==> config.mk <==
export PLATFORM = sky130hd
export DESIGN_NAME = d_reg_pipe
export DESIGN_NICKNAME = d
export VERILOG_FILES = /design/src/rtl/d_pipe_pkg.sv /design/src/rtl/d_pipe_stage.sv /design/src/rtl/d_reg_pipe.sv
export SDC_FILE = /design/constraint.sdc
export NUM_CORES = 1
export LEC_CHECK = 0
export ABC_AREA = 1
export BUFFER_PORTS_ARGS = -buffer_cell sky130_fd_sc_hd__buf_2
export CORE_MARGIN = 2
export CORE_UTILIZATION = 43
export CTS_BUF_LIST = sky130_fd_sc_hd__clkbuf_8
export DETAILED_ROUTE_END_ITERATION = 8
export GPL_TIMING_DRIVEN = 0
export PLACE_DENSITY = 0.67
export REMOVE_ABC_BUFFERS = 1
export SLEW_MARGIN = 20
export SYNTH_ARGS = -nofsm -noshare
export SYNTH_HDL_FRONTEND = slang
export SYNTH_SLANG_ARGS = --single-unit
==> constraint.sdc <==
create_clock -name clk -period 5.8 [get_ports clk]
set_input_delay 0.29 -clock clk [delete_from_list [all_inputs] [get_ports clk]]
set_output_delay 0.29 -clock clk [all_outputs]
set_load 0.01 [all_outputs]
==> src/rtl/d_pipe_pkg.sv <==
`default_nettype none
// ============================================================================
// Module : d_pipe_pkg
// Brief  : Shared types, constants and sizing helper for the d_reg_pipe slice.
// Rev    : 1.0  initial release
// ============================================================================
package d_pipe_pkg;

    // Occupancy counter must represent 0..depth inclusive.
    function automatic int cnt_width(input int depth);
        return (depth < 1) ? 1 : $clog2(depth + 1);
    endfunction

    typedef int unsigned stage_idx_t;

    localparam logic c_rst_bit = 1'b0;

endpackage : d_pipe_pkg
`default_nettype wire

==> src/rtl/d_pipe_stage.sv <==
`default_nettype none
// ============================================================================
// Module : d_pipe_stage
// Brief  : One pipeline register: valid bit, data word and optional parity bit.
// Rev    : 1.0  initial release
// ============================================================================
module d_pipe_stage
    import d_pipe_pkg::*;
#(
    parameter int WIDTH  = 8,
    parameter bit PAR_EN = 1'b0
) (
    input  logic             clk,
    input  logic             rst_n,
    input  logic             flush,
    input  logic             adv,
    input  logic             vld_in,
    input  logic [WIDTH-1:0] dat_in,
    input  logic             par_in,
    output logic             vld,
    output logic [WIDTH-1:0] dat,
    output logic             par
);

    logic             r_vld;
    logic [WIDTH-1:0] r_dat;
    logic             w_load;

    // Data only moves with a valid word, so invalid stages keep stale payload.
    assign w_load = adv & vld_in;

    always_ff @(posedge clk or negedge rst_n) begin
        if (!rst_n) begin
            r_vld <= 1'b0;
            r_dat <= {WIDTH{c_rst_bit}};
        end else begin
            if (flush) begin
                r_vld <= 1'b0;
            end else if (adv) begin
                r_vld <= vld_in;
            end
            if (w_load) begin
                r_dat <= dat_in;
            end
        end
    end

    assign vld = r_vld;
    assign dat = r_dat;

    generate
        if (PAR_EN) begin : g_par
            logic r_par;
            always_ff @(posedge clk or negedge rst_n) begin
                if (!rst_n) begin
                    r_par <= c_rst_bit;
                end else if (w_load) begin
                    r_par <= par_in;
                end
            end
            assign par = r_par;
        end else begin : g_nopar
            logic w_unused_par;
            assign w_unused_par = par_in;
            assign par          = 1'b0;
        end
    endgenerate

endmodule : d_pipe_stage
`default_nettype wire

==> src/rtl/d_reg_pipe.sv <==
`default_nettype none
// ============================================================================
// Module : d_reg_pipe
// Brief  : WIDTH x DEPTH elastic register pipeline with valid/ready handshake,
//          bubble collapse, synchronous flush and occupancy count.
//          Optional parity path enabled by defining D_PIPE_PARITY_EN.
// Rev    : 1.0  initial release
// ============================================================================
module d_reg_pipe
    import d_pipe_pkg::*;
#(
    parameter  int WIDTH = 8,
    parameter  int DEPTH = 4,
    localparam int CW    = cnt_width(DEPTH)
) (
    input  logic             clk,
    input  logic             rst_n,
    input  logic             flush,
    input  logic             in_vld,
    output logic             in_rdy,
    input  logic [WIDTH-1:0] in_d,
    output logic             out_vld,
    input  logic             out_rdy,
    output logic [WIDTH-1:0] out_q,
    output logic [CW-1:0]    cnt,
    output logic             out_perr,
    input  logic             perr_inj
);

`ifdef D_PIPE_PARITY_EN
    localparam bit c_par_en = 1'b1;
`else
    localparam bit c_par_en = 1'b0;
`endif

    logic [DEPTH-1:0] w_vld;
    logic [DEPTH-1:0] w_adv;
    logic [DEPTH-1:0] w_par;
    logic [WIDTH-1:0] w_dat [DEPTH];
    logic             w_par0;
    logic             w_in_xfer;
    logic             w_out_xfer;
    logic [CW-1:0]    r_cnt;

    // A stage may advance when it is empty or everything downstream advances.
    always_comb begin
        w_adv            = '0;
        w_adv[DEPTH-1]   = ~w_vld[DEPTH-1] | out_rdy;
        for (int i = DEPTH - 2; i >= 0; i--) begin
            w_adv[i] = ~w_vld[i] | w_adv[i+1];
        end
    end

    assign in_rdy     = w_adv[0];
    assign w_in_xfer  = in_vld & in_rdy;
    assign w_out_xfer = w_vld[DEPTH-1] & out_rdy;

`ifdef D_PIPE_PARITY_EN
    assign w_par0   = (^in_d) ^ perr_inj;
    assign out_perr = w_vld[DEPTH-1] & ((^w_dat[DEPTH-1]) != w_par[DEPTH-1]);
`else
    logic w_unused;
    assign w_par0   = 1'b0;
    assign out_perr = 1'b0;
    assign w_unused = ^{perr_inj, w_par};
`endif

    generate
        for (genvar i = 0; i < DEPTH; i++) begin : g_stage
            logic             w_src_vld;
            logic [WIDTH-1:0] w_src_dat;
            logic             w_src_par;

            if (i == 0) begin : g_head
                assign w_src_vld = in_vld;
                assign w_src_dat = in_d;
                assign w_src_par = w_par0;
            end else begin : g_body
                assign w_src_vld = w_vld[i-1];
                assign w_src_dat = w_dat[i-1];
                assign w_src_par = w_par[i-1];
            end

            d_pipe_stage #(
                .WIDTH  (WIDTH),
                .PAR_EN (c_par_en)
            ) u_stage (
                .clk    (clk),
                .rst_n  (rst_n),
                .flush  (flush),
                .adv    (w_adv[i]),
                .vld_in (w_src_vld),
                .dat_in (w_src_dat),
                .par_in (w_src_par),
                .vld    (w_vld[i]),
                .dat    (w_dat[i]),
                .par    (w_par[i])
            );
        end
    endgenerate

    // Flush discards any same-edge input transfer, so it simply zeroes the count.
    always_ff @(posedge clk or negedge rst_n) begin
        if (!rst_n) begin
            r_cnt <= '0;
        end else if (flush) begin
            r_cnt <= '0;
        end else begin
            r_cnt <= r_cnt + CW'(w_in_xfer) - CW'(w_out_xfer);
        end
    end

    a_cnt_range: assert property (@(posedge clk) disable iff (!rst_n) r_cnt <= CW'(DEPTH));

    assign cnt     = r_cnt;
    assign out_vld = w_vld[DEPTH-1];
    assign out_q   = w_dat[DEPTH-1];

endmodule : d_reg_pipe
`default_nettype wire

==> results of run 1 <==
==> flip-flops by register name (all words and copies together) (netlist names) <==
signal,flops
g_stage.u_stage.vld,4
g_stage.u_stage.dat,32
cnt,3
==> logic make-up (layout without fill, tap and decap cells) <==
logic type                 after synthesis  in the layout  synth area share
other                                    1              1           0.00230
and+or+nand+nor                         96             96             0.265
xor gates and xnor gates                 1              1           0.00537
buffers and inverters                   20             43            0.0591
DFF                                     39             39             0.599
AOI/OAI and AO/OA                       13             13            0.0422
adders and majority gates                3              3            0.0276
==> final cells by class <==
class / count / area [um^2] / area share
clock buffer: 5 / 68.8 / 0.0375
clock inverter: 1 / 3.75 / 0.00204
tap: 48 / 60.1 / 0.0327
sequential: 39 / 976 / 0.531
inverter: 12 / 45.0 / 0.0245
multi-input combinational: 114 / 558 / 0.304
timing repair buffer: 25 / 125 / 0.0681
==> layer usage <==
layer / share of wire / track usage / vias to the layer above
met2: 0.43 / 0.232 / 29
met4: 0.019 / 0.0625 / 0
met1: 0.50 / 0.180 / 506
met5: 0 / 0 / -
li1: - / - / 583
met3: 0.051 / 0.0411 / 7
==> worst paths after layout <==
kind / endpoint / cells past startpoint / startpoint
setup / recovery: cnt[2] / 10 / g_stage[0].u_stage.vld
hold / removal: cnt[1] / 1 / rst_n
setup reg to reg: cnt[2] / 10 / g_stage[0].u_stage.vld
hold reg to reg: g_stage[3].u_stage.dat[5] / 2 / g_stage[3].u_stage.dat[5]
max in group asynchronous: g_stage[3].u_stage.dat[5] / 1 / rst_n
min in group clk: g_stage[0].u_stage.dat[6] / 3 / in_d[6]
==> stage by stage <==
step | hold WS, ns | instances
3_3_place_gp | 0.437 | 238
5_1_grt | 0.182 | 244
3_5_place_dp | 0.445 | 238
2_1_floorplan | -0.00559 | 165
6_report | 0.103 | 244
4_1_cts | 0.142 | 244
==> worst max-delay path: cells and delay by family, from the launching register on <==
kind / cells / cell delay, ns
and+or+nand+nor: 5 / 1.05
DFF: 1 / 0.58
adders and majority gates: 3 / 0.78
buffers and inverters: 2 / 0.10
==> power breakdown <==
group	switching, mW	internal (mW)	total [mW]	leakage [nW]
Clock	0.0812	0.0782	0.159	0.0413
Sequential	0.0210	0.313	0.334	0.489
Combinational	0.0499	0.0357	0.0856	0.484
Total	0.152	0.427	0.579	1.01
==> cells in the final DEF (no fill, tap or decap) <==
master,n
ha_1,2
nand2_2,2
nor2_4,1
clkbuf_8,5
fa_1,1
o21ai_2,1
conb_1,1
nand2_1,55
a21oi_1,5
nand4_1,1
buf_2,25
o21ai_0,7
nor2_1,11
nand2_4,3
nand3_2,1
inv_1,13
nand3_1,22
dfrtp_1,39
xor2_1,1
==> summary.txt, run 1 <==
STA
  – Final max-slew violation count: 0
  – Final setup vio count: 0
  – Setup Skew: 0.00448 ns
  – Worst Tran Pin Value: 0.828 ns
  – Post-route clock period utilization: 0.448
  – Slew HR: 0.448
  – Max Fclk: 385 MHz
  – Final TNS setup: 0 ns
  – RSZ-0062 raised after global routing: no
  – Total count of hold-check failures in the final report: 0
  – Fin crit period: 2.60 ns
  – Worst setup margin: 3.20 ns

Hold path
  – Hold Path Class: primary input to asynchronous set/reset pin

Place
  – Area of placed instances: 1760 um^2
  – DP Worst Slack: 3.24 ns
  – I/O Buffers: 25
  – Final GP Congestion: between 0.7 and 0.8
  – DP Wirelength: 1.82 mm

Critical path
  – Worst Path Max Fanout: 11
  – Slowest cell on crit path: dfrtp_1
  – Crit path DAT: 2.82 ns
  – Max incr delay on CP: roughly 0.58 ns
  – Register-to-register setup slack: between 3 and 4 ns
  – Worst setup EP type: flop
  – Required @ worst endpoint: 6.02 ns
  – CP cell instances: nand4_1 > nand2_2 > ha_1 > inv_1 > ha_1 > inv_1 > fa_1 > nand2_1 > nand2_1 > nor2_1
  – Critical path type: flop to flop
  – Startpoint Class: flop

Clock tree
  – CTS resizes: 0
  – CTS tree: yes
  – Clock Sinks: 39
  – Clock Latency Late Sink: 0.28 ns
  – Clock-pin slew on the worst setup and hold paths: 0.07 ns
  – Num CTS Buffers: 5
  – Setup repair bufs after CTS: 0
  – Clock Tree Buf Depth: 2
  – H-tree lvl count: 2
  – Hold buffers post-CTS: 0
  – Clk Tree Root Cell: clkbuf_8

Synth
  – Post-synth EDFFs: 0
  – Asr flop ratio synth: 1.00
  – Top FF cell, synth: dfrtp_1
  – Sequential-to-total area share from yosys stat: 0.599
  – Largest cells by area after synthesis: dfrtp_1 60%, nand2_1 13%, nand3_1 6.8%
  – Avg Cell Area, Syn: 9.42 um^2
  – Top post-synthesis cells by count: 55 x nand2_1, 39 x dfrtp_1, 22 x nand3_1
  – Cell taking the most area after synthesis: dfrtp_1
  – Distinct cells, synth: 22
  – Mapped Cells: 173
  – Synthesized cell area: 1630 um^2
  – Yosys warning count: 0
  – Synthesized flop and latch total: 39
  – Yosys top cell area share: 0.599
  – Most frequent cell after synthesis: nand2_1

Die
  – Die Span Y: 65.6 um
  – Die area: 4300 um^2
  – Top Ports: 28
  – Initial Util: 0.445
  – Row count: 22
  – Die width: 65.6 um
  – Area of the core: ~3700 um^2

Global routing
  – Initial antenna violation count: 0
  – Largest net degree at the start of global routing: 40
  – Overall overflow remaining after global route: 0
  – GRT Total Usage: 0.144
  – First-pass GRT wire length: 4.64 mm
  – Vias in the first global route: between 1,000 and 1,500

Routing
  – Starting DRT DRC Count: 76
  – Vias: 1,125
  – DRC errors left: 0
  – WL final: 2.57 mm
  – Vias per std cell: about 4.6
  – DR WL/cell: 10.5 um
  – DRT Pass-1 Iters: 4
  – Final ANT Viol Nets: 0

Flow run
  – Max Cap Violations: 0

Final layout
  – Share of cells above drive strength 1: 0.194
  – ANT cells: 0
  – Final instance area: ~1800 um^2
  – P&R area growth vs syn: 12.7%
  – Nets: 214
  – Filler cells: 357
  – Layout Utilization: 0.502

Power
  – PnR Total Power: 0.579 mW
  – Power Density: 315 nW/um^2
  – Static Leak: 1.01 nW
  – Worst vdd ir: 0.147 mV

Status
  – Status: completed
Note: power is estimated with default switching activity, not from simulation.
==> run 2: changes to the inputs <==
--- a/config.mk
+++ b/config.mk
@@ -12,7 +12,7 @@
 export CTS_BUF_LIST = sky130_fd_sc_hd__clkbuf_8
 export DETAILED_ROUTE_END_ITERATION = 8
 export GPL_TIMING_DRIVEN = 0
-export PLACE_DENSITY = 0.67
+export PLACE_DENSITY = 0.69
 export REMOVE_ABC_BUFFERS = 1
 export SLEW_MARGIN = 20
 export SYNTH_ARGS = -nofsm -noshare
==> constraint.sdc (replaced) <==
create_clock -name clk -period 2.25 [get_ports clk]
set_input_delay 0.1125 -clock clk [delete_from_list [all_inputs] [get_ports clk]]
set_output_delay 0.1125 -clock clk [all_outputs]
set_load 0.01 [all_outputs]
==> summary.txt, run 2 (synthesized netlist as in run 1, its figures left out) <==
Status
  – Status: completed

Final layout
  – Footprint of the multi-input gates: roughly 560 um^2
  – Commonest non-fill, non-tap cell in the layout: nand2_1
  – P&R area growth vs syn: 18.1%
  – Final std cells w/o fill: 253
  – Max reg flops: 32
  – Nets: 221
  – Filler cells: 361
  – Sequential cell area: 977 um^2
  – Share of cells above drive strength 1: 0.229
  – Layout Utilization: 0.526
  – ANT cells: 0
  – Commonest cells after routing, fill and taps aside: 55 x nand2_1, 38 x dfrtp_1, 25 x buf_2, 22 x nand3_1, 13 x inv_1

Power
  – Static Leak: 1.06 nW
  – Power Density: between 800 and 900 nW/um^2
  – Worst vdd ir: 0.404 mV

STA
  – RSZ-0062 raised after global routing: no
  – Max Fclk: 475 MHz
  – Worst Tran Pin Value: 0.848 ns
  – Final setup vio count: 0
  – Post-route clock period utilization: 0.935
  – Slew HR: 0.434
  – Worst setup margin: 0.146 ns
  – Setup Skew: 0.00346 ns
  – Fin crit period: between 2 and 2.5 ns
  – Final max-slew violation count: 0
  – Total count of hold-check failures in the final report: 0
  – Hold WS: 0.0494 ns

Critical path
  – Crit path DAT: 2.33 ns
  – RR Endpoint: cnt[2]
  – Critical path type: flop to flop
  – CP cell instances: inv_1 > nor2_4 > nand4_1 > nand2_4 > ha_1 > inv_1 > ha_1 > inv_1 > fa_1 > nand2_1 > nand2_1 > nor2_1
  – Slowest cell on crit path: dfrtp_1
  – Startpoint Class: flop
  – R2R cell count: 12
  – Register-to-register setup slack: 0.15 ns
  – Worst Path Max Fanout: 5
  – Required @ worst endpoint: 2.47 ns
  – Cell mode on critical path: inv_1
  – Max incr delay on CP: 0.37 ns
  – Worst setup EP type: flop
  – Worst R2R Start: g_stage[3].u_stage.vld

Routing
  – WL final: 2.63 mm
  – Vias per std cell: approximately 4.5
  – DRC errors left: 0
  – DR WL/cell: 10.4 um
  – DRT Pass-1 Iters: 4
  – Starting DRT DRC Count: 46
  – Vias: 1,144
  – Final ANT Viol Nets: 0

Place
  – Placed cells: 238
  – DP Worst Slack: -0.335 ns
  – I/O Buffers: 25
  – DP Wirelength: 1.75 mm
  – Final GP Congestion: between 0.7 and 0.8

Clock tree
  – Clock Tree Buf Depth: 2
  – Clock-pin slew on the worst setup and hold paths: 0.07 ns
  – Clock Sinks: 39
  – Clk Tree Root Cell: clkbuf_8
  – H-tree lvl count: 2
  – Num CTS Buffers: 5
  – CTS tree: yes
  – Clock Latency Late Sink: 0.29 ns

Global routing
  – Initial antenna violation count: 0
  – Vias in the first global route: around 1,200
  – Largest net degree at the start of global routing: 40
  – GRT Total Usage: 0.149
  – Overall overflow remaining after global route: 0
  – First-pass GRT wire length: 4.86 mm

Die
  – Die Span Y: 65.6 um
  – Initial Util: 0.445
  – Area of the core: 3660 um^2
  – Die area: 4300 um^2
  – Row count: 22
  – Die width: 65.6 um
  – Top Ports: 28

Flow run
  – Max Cap Violations: 0

Hold path
  – Hold Path Stages: 3
  – Hold Path Class: primary input to flop
  – Min-Delay Endpoint: g_stage[0].u_stage.dat[7]
  – Hold path startpoint: in_d[7]
## run 2: cell count changes in the layout (fill, tap and decap cells not counted), sizes merged
cell,delta
clkbuf,+2
dlygate4sd3,+1
buf,+6
## run 2: worst max path at each step
stage,startpoint,endpoint,cells after the start
2_1_floorplan,g_stage[3].u_stage.vld,cnt[2],11
3_3_place_gp,g_stage[0].u_stage.vld,cnt[2],9
3_5_place_dp,g_stage[0].u_stage.vld,cnt[2],10
4_1_cts,g_stage[0].u_stage.vld,cnt[2],10
5_1_grt,g_stage[3].u_stage.vld,cnt[2],12
6_report,g_stage[3].u_stage.vld,cnt[2],12
## run 2: metal layers
metal / GRT usage / up-vias / routed length, um
met5: 0 / - / 0
met4: 0.0625 / 0 / 51
met3: 0.0514 / 5 / 114
met2: 0.241 / 25 / 1160
met1: 0.181 / 514 / 1300
li1: - / 600 / -
## run 2: timing repair
action | CTS | global route
endpoints found under the setup margin | 2 | 2
hold buffers | 1 | 0
resized for setup | 0 | 2
setup buffers | 1 | 5
pin swaps | 1 | 2
endpoints found under the hold margin | 39 | 0
## run 2: critical path: cells and delay by family (launching register included)
family	cells	cell delay, ns
buffers and inverters	3	0.17
and+or+nand+nor	6	0.76
adders and majority gates	3	0.74
DFF	1	0.37
## run 2: where the power goes
group	leakage [nW]	switching [mW]	total (mW)	internal [mW]
registers	0.488	0.0549	0.862	0.807
logic	0.517	0.129	0.226	0.0968
clock network	0.0557	0.228	0.503	0.275
total	1.06	0.412	1.59	1.18
## run 2: cell type report
cell class,count,share of cell area
Inverter,12,0.0234
Multi-Input combinational cell,114,0.292
Sequential cell,39,0.507
Clock inverter,1,0.00195
Tap cell,48,0.0312
Clock buffer,7,0.0500
Timing Repair Buffer,32,0.0936
## run 2: through the flow
step	power, mW	TNS, ns	instance area, um^2
global placement	1.09	-0.486	1760
finish	1.59	0	1930
floorplan	1.00	-0.230	1580
global route	1.70	0	1930
detailed placement	1.10	-0.654	1760
CTS	1.61	0	1880
